## src/rtl/bpu_btb.sv

```systemverilog
// bpu_btb: direct-mapped branch target buffer with 2-bit saturating
// direction counters. Lookup at IF is combinational with no latency.
// Training and misprediction detection happen at EX.
// Optional statistics counters are built when BPU_BTB_STATS_EN is defined;
// without the macro the three stat ports read 0.
//
// EX handshake: ex_valid qualifies the ex_* bundle for exactly one cycle.
// Every cycle with ex_valid=1 at the clock edge is treated as a new
// instruction. The producer must drop ex_valid on stall or bubble cycles so
// that the same branch is not trained twice.
module bpu_btb #(
    parameter int         ENTRIES   = 16,
    parameter int         ADDR_W    = 32,
    parameter logic [1:0] CTR_ALLOC = 2'b10
) (
    input  logic              clk,
    input  logic              reset_n,
    input  logic              flush_all,
    input  logic              if_valid,
    input  logic [ADDR_W-1:0] if_pc,
    output logic              pred_taken,
    output logic [ADDR_W-1:0] pred_next_pc,
    input  logic              ex_valid,
    input  logic              ex_is_branch,
    input  logic [ADDR_W-1:0] ex_pc,
    input  logic              ex_taken,
    input  logic [ADDR_W-1:0] ex_target,
    input  logic              ex_pred_taken,
    input  logic [ADDR_W-1:0] ex_pred_target,
    output logic              mispredict,
    output logic [ADDR_W-1:0] redirect_pc,
    output logic [31:0]       stat_lookups,
    output logic [31:0]       stat_hits,
    output logic [31:0]       stat_mispredicts
);

    localparam int IDX_W = $clog2(ENTRIES);
    localparam int TAG_W = ADDR_W - IDX_W - 2;

    // Table storage
    logic              r_valid  [ENTRIES];
    logic [TAG_W-1:0]  r_tag    [ENTRIES];
    logic [ADDR_W-1:0] r_target [ENTRIES];
    logic [1:0]        r_ctr    [ENTRIES];

    // IF-side lookup signals
    logic [IDX_W-1:0]  w_if_idx;
    logic [TAG_W-1:0]  w_if_tag;
    logic              w_hit;
    logic [ADDR_W-1:0] w_if_pc_inc;

    // EX-side training signals
    logic [IDX_W-1:0]  w_ex_idx;
    logic [TAG_W-1:0]  w_ex_tag;
    logic              w_ex_tag_hit;
    logic              w_br_upd;
    logic              w_alias;
    logic              w_br_mis;
    logic [ADDR_W-1:0] w_ex_pc_inc;

    assign w_if_idx    = if_pc[IDX_W+1:2];
    assign w_if_tag    = if_pc[ADDR_W-1:IDX_W+2];
    assign w_if_pc_inc = if_pc + ADDR_W'(4);

    assign w_ex_idx    = ex_pc[IDX_W+1:2];
    assign w_ex_tag    = ex_pc[ADDR_W-1:IDX_W+2];
    assign w_ex_pc_inc = ex_pc + ADDR_W'(4);

    // Lookup reads the stored contents directly; an update on the same
    // edge is not bypassed, so IF always sees the pre-update entry.
    always_comb begin
        w_hit        = reset_n & if_valid & r_valid[w_if_idx] &
                       (r_tag[w_if_idx] == w_if_tag);
        pred_taken   = w_hit & r_ctr[w_if_idx][1];
        pred_next_pc = pred_taken ? r_target[w_if_idx] : w_if_pc_inc;
    end

    // EX classification: a resolved branch, or a non-branch that was
    // predicted taken because a different PC aliased into its slot.
    always_comb begin
        w_ex_tag_hit = r_valid[w_ex_idx] & (r_tag[w_ex_idx] == w_ex_tag);
        w_br_upd     = ex_valid & ex_is_branch;
        w_alias      = ex_valid & ~ex_is_branch & ex_pred_taken;
        w_br_mis     = w_br_upd &
                       ((ex_taken != ex_pred_taken) |
                        (ex_taken & (ex_target != ex_pred_target)));
    end

    // Redirect generation; both outputs are held inactive during reset.
    always_comb begin
        mispredict  = reset_n & (w_br_mis | w_alias);
        redirect_pc = '0;
        if (reset_n) begin
            if (w_alias || !ex_taken) begin
                redirect_pc = w_ex_pc_inc;
            end else begin
                redirect_pc = ex_target;
            end
        end
    end

    // Table update: reset clears everything, flush_all drops all valid bits
    // and overrides any same-cycle training, otherwise train from EX.
    always_ff @(posedge clk) begin
        if (!reset_n) begin
            for (int i = 0; i < ENTRIES; i++) begin
                r_valid[i]  <= 1'b0;
                r_tag[i]    <= '0;
                r_target[i] <= '0;
                r_ctr[i]    <= 2'b00;
            end
        end else if (flush_all) begin
            for (int i = 0; i < ENTRIES; i++) begin
                r_valid[i] <= 1'b0;
            end
        end else if (w_br_upd) begin
            if (w_ex_tag_hit) begin
                if (ex_taken) begin
                    r_ctr[w_ex_idx]    <= (r_ctr[w_ex_idx] == 2'b11) ? 2'b11
                                          : r_ctr[w_ex_idx] + 2'b01;
                    r_target[w_ex_idx] <= ex_target;
                end else begin
                    r_ctr[w_ex_idx]    <= (r_ctr[w_ex_idx] == 2'b00) ? 2'b00
                                          : r_ctr[w_ex_idx] - 2'b01;
                end
            end else if (ex_taken) begin
                r_valid[w_ex_idx]  <= 1'b1;
                r_tag[w_ex_idx]    <= w_ex_tag;
                r_target[w_ex_idx] <= ex_target;
                r_ctr[w_ex_idx]    <= CTR_ALLOC;
            end
        end else if (w_alias && w_ex_tag_hit) begin
            r_valid[w_ex_idx] <= 1'b0;
        end
    end

`ifdef BPU_BTB_STATS_EN
    logic [31:0] r_stat_lookups;
    logic [31:0] r_stat_hits;
    logic [31:0] r_stat_mispredicts;

    // Wrapping event counters; cleared by reset only, unaffected by flush.
    always_ff @(posedge clk) begin
        if (!reset_n) begin
            r_stat_lookups     <= '0;
            r_stat_hits        <= '0;
            r_stat_mispredicts <= '0;
        end else begin
            if (if_valid)   r_stat_lookups     <= r_stat_lookups + 32'd1;
            if (w_hit)      r_stat_hits        <= r_stat_hits + 32'd1;
            if (mispredict) r_stat_mispredicts <= r_stat_mispredicts + 32'd1;
        end
    end

    assign stat_lookups     = r_stat_lookups;
    assign stat_hits        = r_stat_hits;
    assign stat_mispredicts = r_stat_mispredicts;
`else
    assign stat_lookups     = 32'd0;
    assign stat_hits        = 32'd0;
    assign stat_mispredicts = 32'd0;
`endif

endmodule

```

## config.mk

```make
export PLATFORM = sky130hd
export DESIGN_NAME = bpu_btb
export DESIGN_NICKNAME = d
export VERILOG_FILES = /design/src/rtl/bpu_btb.sv
export SDC_FILE = /design/constraint.sdc
export NUM_CORES = 2
export LEC_CHECK = 0
export CAP_MARGIN = 25
export CORE_ASPECT_RATIO = 0.75
export CORE_MARGIN = 2
export CORE_UTILIZATION = 60
export CTS_CLUSTER_DIAMETER = 30
export DETAILED_ROUTE_END_ITERATION = 6
export PLACE_DENSITY = 0.91
export SLEW_MARGIN = 20
export SYNTH_ARGS = -nofsm -noshare
export SYNTH_HDL_FRONTEND = slang
export SYNTH_SLANG_ARGS = --single-unit
export TNS_END_PERCENT = 20
```

## constraint.sdc

```tcl
create_clock -name clk -period 10.2 [get_ports clk]
set_input_delay 3.06 -clock clk [delete_from_list [all_inputs] [get_ports clk]]
set_output_delay 3.06 -clock clk [all_outputs]
set_load 0.02 [all_outputs]
```

== Yosys cells after proc, flatten, opt, wreduce, memory -nomap -nowiden ==
Memory sizes are Yosys's and may differ from the RTL's.
Index checks and enable logic that the tools add are counted.
Word-level totals
  register bits after elaboration: 0
  RAM bits: 976
  output and inout port bits: 162
  word-level logic and storage cells: 118
  memories: 4
Operators by class
  add/subtract/negate cells: 4
  equal/unequal tests: 5
  mux-type cells: 63
  bitwise gates (word level): 34
  reductions and logical operators: 8
Memories
  r_target: words 16, bits a word 32, rd ports 1, clocked after Yosys merged registers in 0, wr ports 16, RTL line 43  | logic [ADDR_W-1:0] r_target [ENTRIES];
  r_tag: words 16, bits a word 26, rd ports 2, clocked after Yosys merged registers in 0, wr ports 16, RTL line 42  | logic [TAG_W-1:0] r_tag [ENTRIES];
  r_ctr: words 16, bits a word 2, rd ports 2, clocked after Yosys merged registers in 0, wr ports 16, RTL line 44  | logic [1:0] r_ctr [ENTRIES];
  r_valid: words 16, bits a word 1, rd ports 2, clocked after Yosys merged registers in 0, wr ports 16, RTL line 41  | logic r_valid [ENTRIES];
Operators by type and width (number)
  two-way mux 32 bit: 5
  adder 32 x 3 -> 32 bit, second input constant: 2
  == test 26 bit: 2
  two-way mux 1 bit: 48
  != test 32 bit: 1
  OR reduction 32 bit: 1
  two-way mux 26 bit: 1
  OR reduction 26 bit: 1
  bitwise OR 1 bit: 22
  two-way mux 4 bit: 4
  bitwise AND 1 bit: 11
  two-way mux 2 bit: 5
  adder 2 x 1 -> 2 bit, second input constant: 1
  == test 2 bit, second input constant: 1
  zero test 2 bit: 1
  OR reduction 2 bit: 1
  subtractor 2 x 1 -> 2 bit, second input constant: 1
  logical AND 1 bit: 1
  zero test 1 bit: 1
  logical OR 1 bit: 1
  != test 1 bit: 1
  inverter 1 bit: 1
  OR reduction 1 bit: 1

== Logic depth before layout (Yosys ltp) ==
  word-level depth: 12
  mapped depth: 17
  gate-level depth less buffers: 10

== Worst setup path before layout ==
No wires, ideal clock.
  kind: input to output
  from: input if_pc[2]
  to: output pred_next_pc[0]
  data arrival time: 6.185 ns
  data required time: 7.140 ns
  setup slack: 0.955 ns
  stages on the path: 10
  cells stage by stage: buf_4 buf_6 buf_2 mux4_2 mux4_2 xnor2_1 nand2_1 or4_1 nor3_2 mux2_2
On the way
  longest elaborated chain between the ends: 5
  elaborated cells on any way between the ends: 9
  those cells by class: eq/ne: 1; mux: 1; bitwise: 3; memory: 4
Ends and longest elaborated chain
  start: declaration: RTL line 20  | input logic [ADDR_W-1:0] if_pc,
  memory read (16 x 26 bit) or memory read (16 x 1 bit) (tied branches)
  == test 26 bit or bitwise AND 1 bit (tied branches): RTL line 73, 72
  bitwise AND 1 bit: RTL line 72  | w_hit = reset_n & if_valid & r_valid[w_if_idx] &
  bitwise AND 1 bit (*): RTL line 74  | pred_taken = w_hit & r_ctr[w_if_idx][1];
  net pred_taken: RTL line 21  | output logic pred_taken,
  two-way mux 32 bit (*): RTL line 75  | pred_next_pc = pred_taken ? r_target[w_if_idx] : w_if_pc_inc;
  end: declaration: RTL line 22  | output logic [ADDR_W-1:0] pred_next_pc,
The timed path passes the listed nets; every way through them passes the cells marked *.

== Worst setup path after layout ==
  from: input if_pc[3]
  to: output pred_next_pc[3]
On the way
  longest elaborated chain between the ends: 5
  elaborated cells on any way between the ends: 10
  those cells by class: add/sub: 1; eq/ne: 1; mux: 1; bitwise: 3; memory: 4
Ends and longest elaborated chain (RTL line)
  memory read (16 x 26 bit) or memory read (16 x 1 bit) (tied branches)
  == test 26 bit or bitwise AND 1 bit (tied branches): 73, 72
  bitwise AND 1 bit: 72
  bitwise AND 1 bit: 74
  two-way mux 32 bit (*): 75
Mark *: on every way between the ends. The rest lies on a longest branch, timed or not.

==> results.ini <==
[status]
outcome=complete, but fails checks
violations=design-rule violations

[setup_path]
worstPathCellList=buf_12, mux4_2, mux2i_1, or3_1, nand4_1, buf_4, nor4_1, nand4_1, nor3_2, buf_12, mux2_2, clkdlybuf4s50_1
critPathMaxFanout=56
slowest_stage=mux4_2
end_kind=primary output
max_stage_delay_ns=0.56
r2r-end=r_tag[4][5]
crit_path_start=if_pc[3]
rr_startpoint=r_tag[8][2]
cp-start-kind=input pin
worstSetupEndpoint=pred_next_pc[3]
required_ns=7.14
cp.depth=12
reg2reg_depth=10
rrSetupSlack_ns=4.74
crit_buf_inv=4
crit_family=simple AND/OR/NAND/NOR gates
worstSetupPathType=in2out
cp_data_arrival_time_ns=7.07

[timing]
fin_skew_ns=0.0403
worst_pin_slew_ns=1.17
max_freq_ghz=0.0987
period_needed_ns=10.13
setup_violations=0
rsz0062_at_grt=false
finalCritPeriodShare=0.994
relSlewSlack=0.221
whs_ns=0.548
finalMaxSlewViolations=0
timing.final.ws_setup_ns=0.0661
tns_ns=0
finalHoldViolCount=0

[clock_tree]
cts.clk_slew.worst_paths_ns=0.06
numCtsBuffers=144
root_buffer=clkbuf_16
insertion_delay_ns=0.77
clkSinkCount=976
cts_tree=done
clockBufferDepth=3
htree_levels=4

[finish]
seqCellArea_mm2=0.0292
multi_input_area_mm2=0.0205
nFillCells=4976
nets=3955
syn2layout_area_growth_pct=16.4
drive_gt1_frac=0.227

[floorplan]
start_util=0.609
die_w_um=342
fp.dieH_um=258
rows=92
dieArea_mm2=0.0881
design.core.area_mm2=0.0845
io_pins=298

[synthesis]
yosysWarnings=0
syn-instance-count=3637
synth.avg_cell_area_um2=14.1
seq_area_frac_synth=0.568
ys_seq_elements=976
synth_most_common_cell=edfxtp_1
yosys.area.top_type_share=0.565
synthFlopType=edfxtp_1
synth_edf_count=967
async_flop_share=0
synth.largest_area_cell=edfxtp_1
synth_area_mm2=0.0514
ys_types=65
synth_top_cells_by_area=edfxtp_1, mux4_2, and2_1
synth_common_cells=edfxtp_1, and2_1, mux4_2

[power_and_ir_drop]
power_mw=11.0
vdd_drop_max_v=0.000158
leakage_nw=21.0
powerDensity_mw_per_mm2=184

[placed_design]
port_buffers=201
place_congestion=1.07
pre_cts_slack_ns=0.0791
dp_hpwl_um=111000

[detailed_routing]
vias=37069
wl_per_cell_um=35.8
routed_wl_um=182000
dr.first_iter.drc_count=7696
avgViaCountPerCell=7.31
drc_errors=49
first_pass_iters=7
ant_nets=0

[flow_run]
max_cap_viol_count=0

[grt]
grt-ovfl-total=0
grt_pass1_vias=36175
grt_pass1_wl_um=254000
track_usage=0.409
antenna_found_initial=17
grt_max_degree=104

[hold_path]
holdCritPathClass=reg2reg

==> tightest hold or removal path: stages, from the launching register on <==
cell	delay, ns
dfxtp_1	0.34
o211ai_1	0.09
a21oi_1	0.07
==> power breakdown <==
group | switching [mW] | total (mW) | leakage (nW) | internal (mW)
Sequential | 0.0983 | 4.71 | 9.28 | 4.61
Clock | 2.01 | 5.09 | 2.36 | 3.08
Combinational | 0.740 | 1.21 | 9.35 | 0.469
==> through the flow <==
step | instance area (um2) | util | std cells
after floorplan | 51800 | - | 3732
final | 59800 | 0.708 | 5072
after global routing | 59800 | 0.708 | 5063
after CTS | 59600 | 0.705 | 5050
after global placement | 54600 | 0.646 | 4782
after detailed placement | 54700 | 0.647 | 4785
==> final cells by class <==
cell class	instances	share of cell area
tap	1128	0.0236
clock inverter	100	0.0192
inverter	22	0.00138
timing repair buffer	379	0.0606
antenna	11	0.000460
multi-input combinational	2291	0.343
clock buffer	165	0.0633
sequential	976	0.488
==> how the worst min path moves through the flow <==
stage / slack, ns / depth (start not counted) / from / to
2_1_floorplan: 0.49 / 2 / r_valid[4] / r_valid[4]
3_3_place_gp: 0.51 / 2 / r_valid[1] / r_valid[1]
3_5_place_dp: 0.53 / 2 / r_valid[4] / r_valid[4]
4_1_cts: 0.53 / 2 / r_valid[1] / r_valid[1]
5_1_grt: 0.57 / 2 / r_valid[8] / r_valid[8]
6_report: 0.55 / 2 / r_valid[1] / r_valid[1]
==> flip-flops by register name, summed over array words and instances, names as in the netlist <==
name	count
r_tag	416
r_valid	16
r_target	512
r_ctr	32
==> repair_timing <==
| item | CTS | global route |
|---|---|---|
| buffers inserted | 0 | 1 |
| endpoints found under the setup margin | 0 | 33 |
| hold buffers | 0 | 0 |
| resized for setup | 0 | 5 |
==> cells by family after synthesis <==
group | count (synthesis) | synth area share
other | 1 | 0.0000729
adders and majority gates | 5 | 0.00122
and+or+nand+nor | 1315 | 0.145
xor gates and xnor gates | 135 | 0.0230
buffers and inverters | 465 | 0.0453
DFF | 976 | 0.568
AOI/OAI and AO/OA | 241 | 0.0318
muxes | 499 | 0.185
==> routing by layer <==
layer | routed length (um) | share of wire | up-vias | GRT usage
met5 | 639 | 0.0035 | - | 0.0267
met4 | 12300 | 0.068 | 26 | 0.216
met3 | 36300 | 0.20 | 980 | 0.218
met2 | 75400 | 0.42 | 4440 | 0.564
met1 | 57100 | 0.31 | 17831 | 0.519
li1 | - | - | 13792 | -
==> cells in the final DEF, fill, tap and decap left out, types with 14 or more instances in the layout <==
| cell type | n |
|---|---|
| and2_1 | 802 |
| bufinv_16 | 14 |
| xnor2_1 | 65 |
| clkinv_1 | 19 |
| a21oi_1 | 44 |
| clkdlybuf4s50_1 | 191 |
| o21ai_4 | 15 |
| clkbuf_16 | 150 |
| edfxtp_1 | 967 |
| buf_12 | 14 |
| mux2i_1 | 97 |
| nand2b_1 | 21 |
| nor2b_1 | 20 |
| and3_1 | 16 |
| mux4_2 | 357 |
| conb_1 | 96 |
| o211ai_1 | 25 |
| a211oi_1 | 38 |
| or3_1 | 14 |
| nand3_1 | 42 |
| nand4_1 | 21 |
| clkbuf_1 | 16 |
| clkinvlp_4 | 18 |
| nand2_1 | 82 |
| buf_4 | 160 |
| o21ai_0 | 32 |
| a22oi_1 | 19 |
| nor3_1 | 78 |
| o21bai_1 | 16 |
| inv_6 | 17 |
| nor2_1 | 150 |
| xor2_1 | 70 |
| mux2_2 | 45 |
Power figures use the tool's default switching activity.
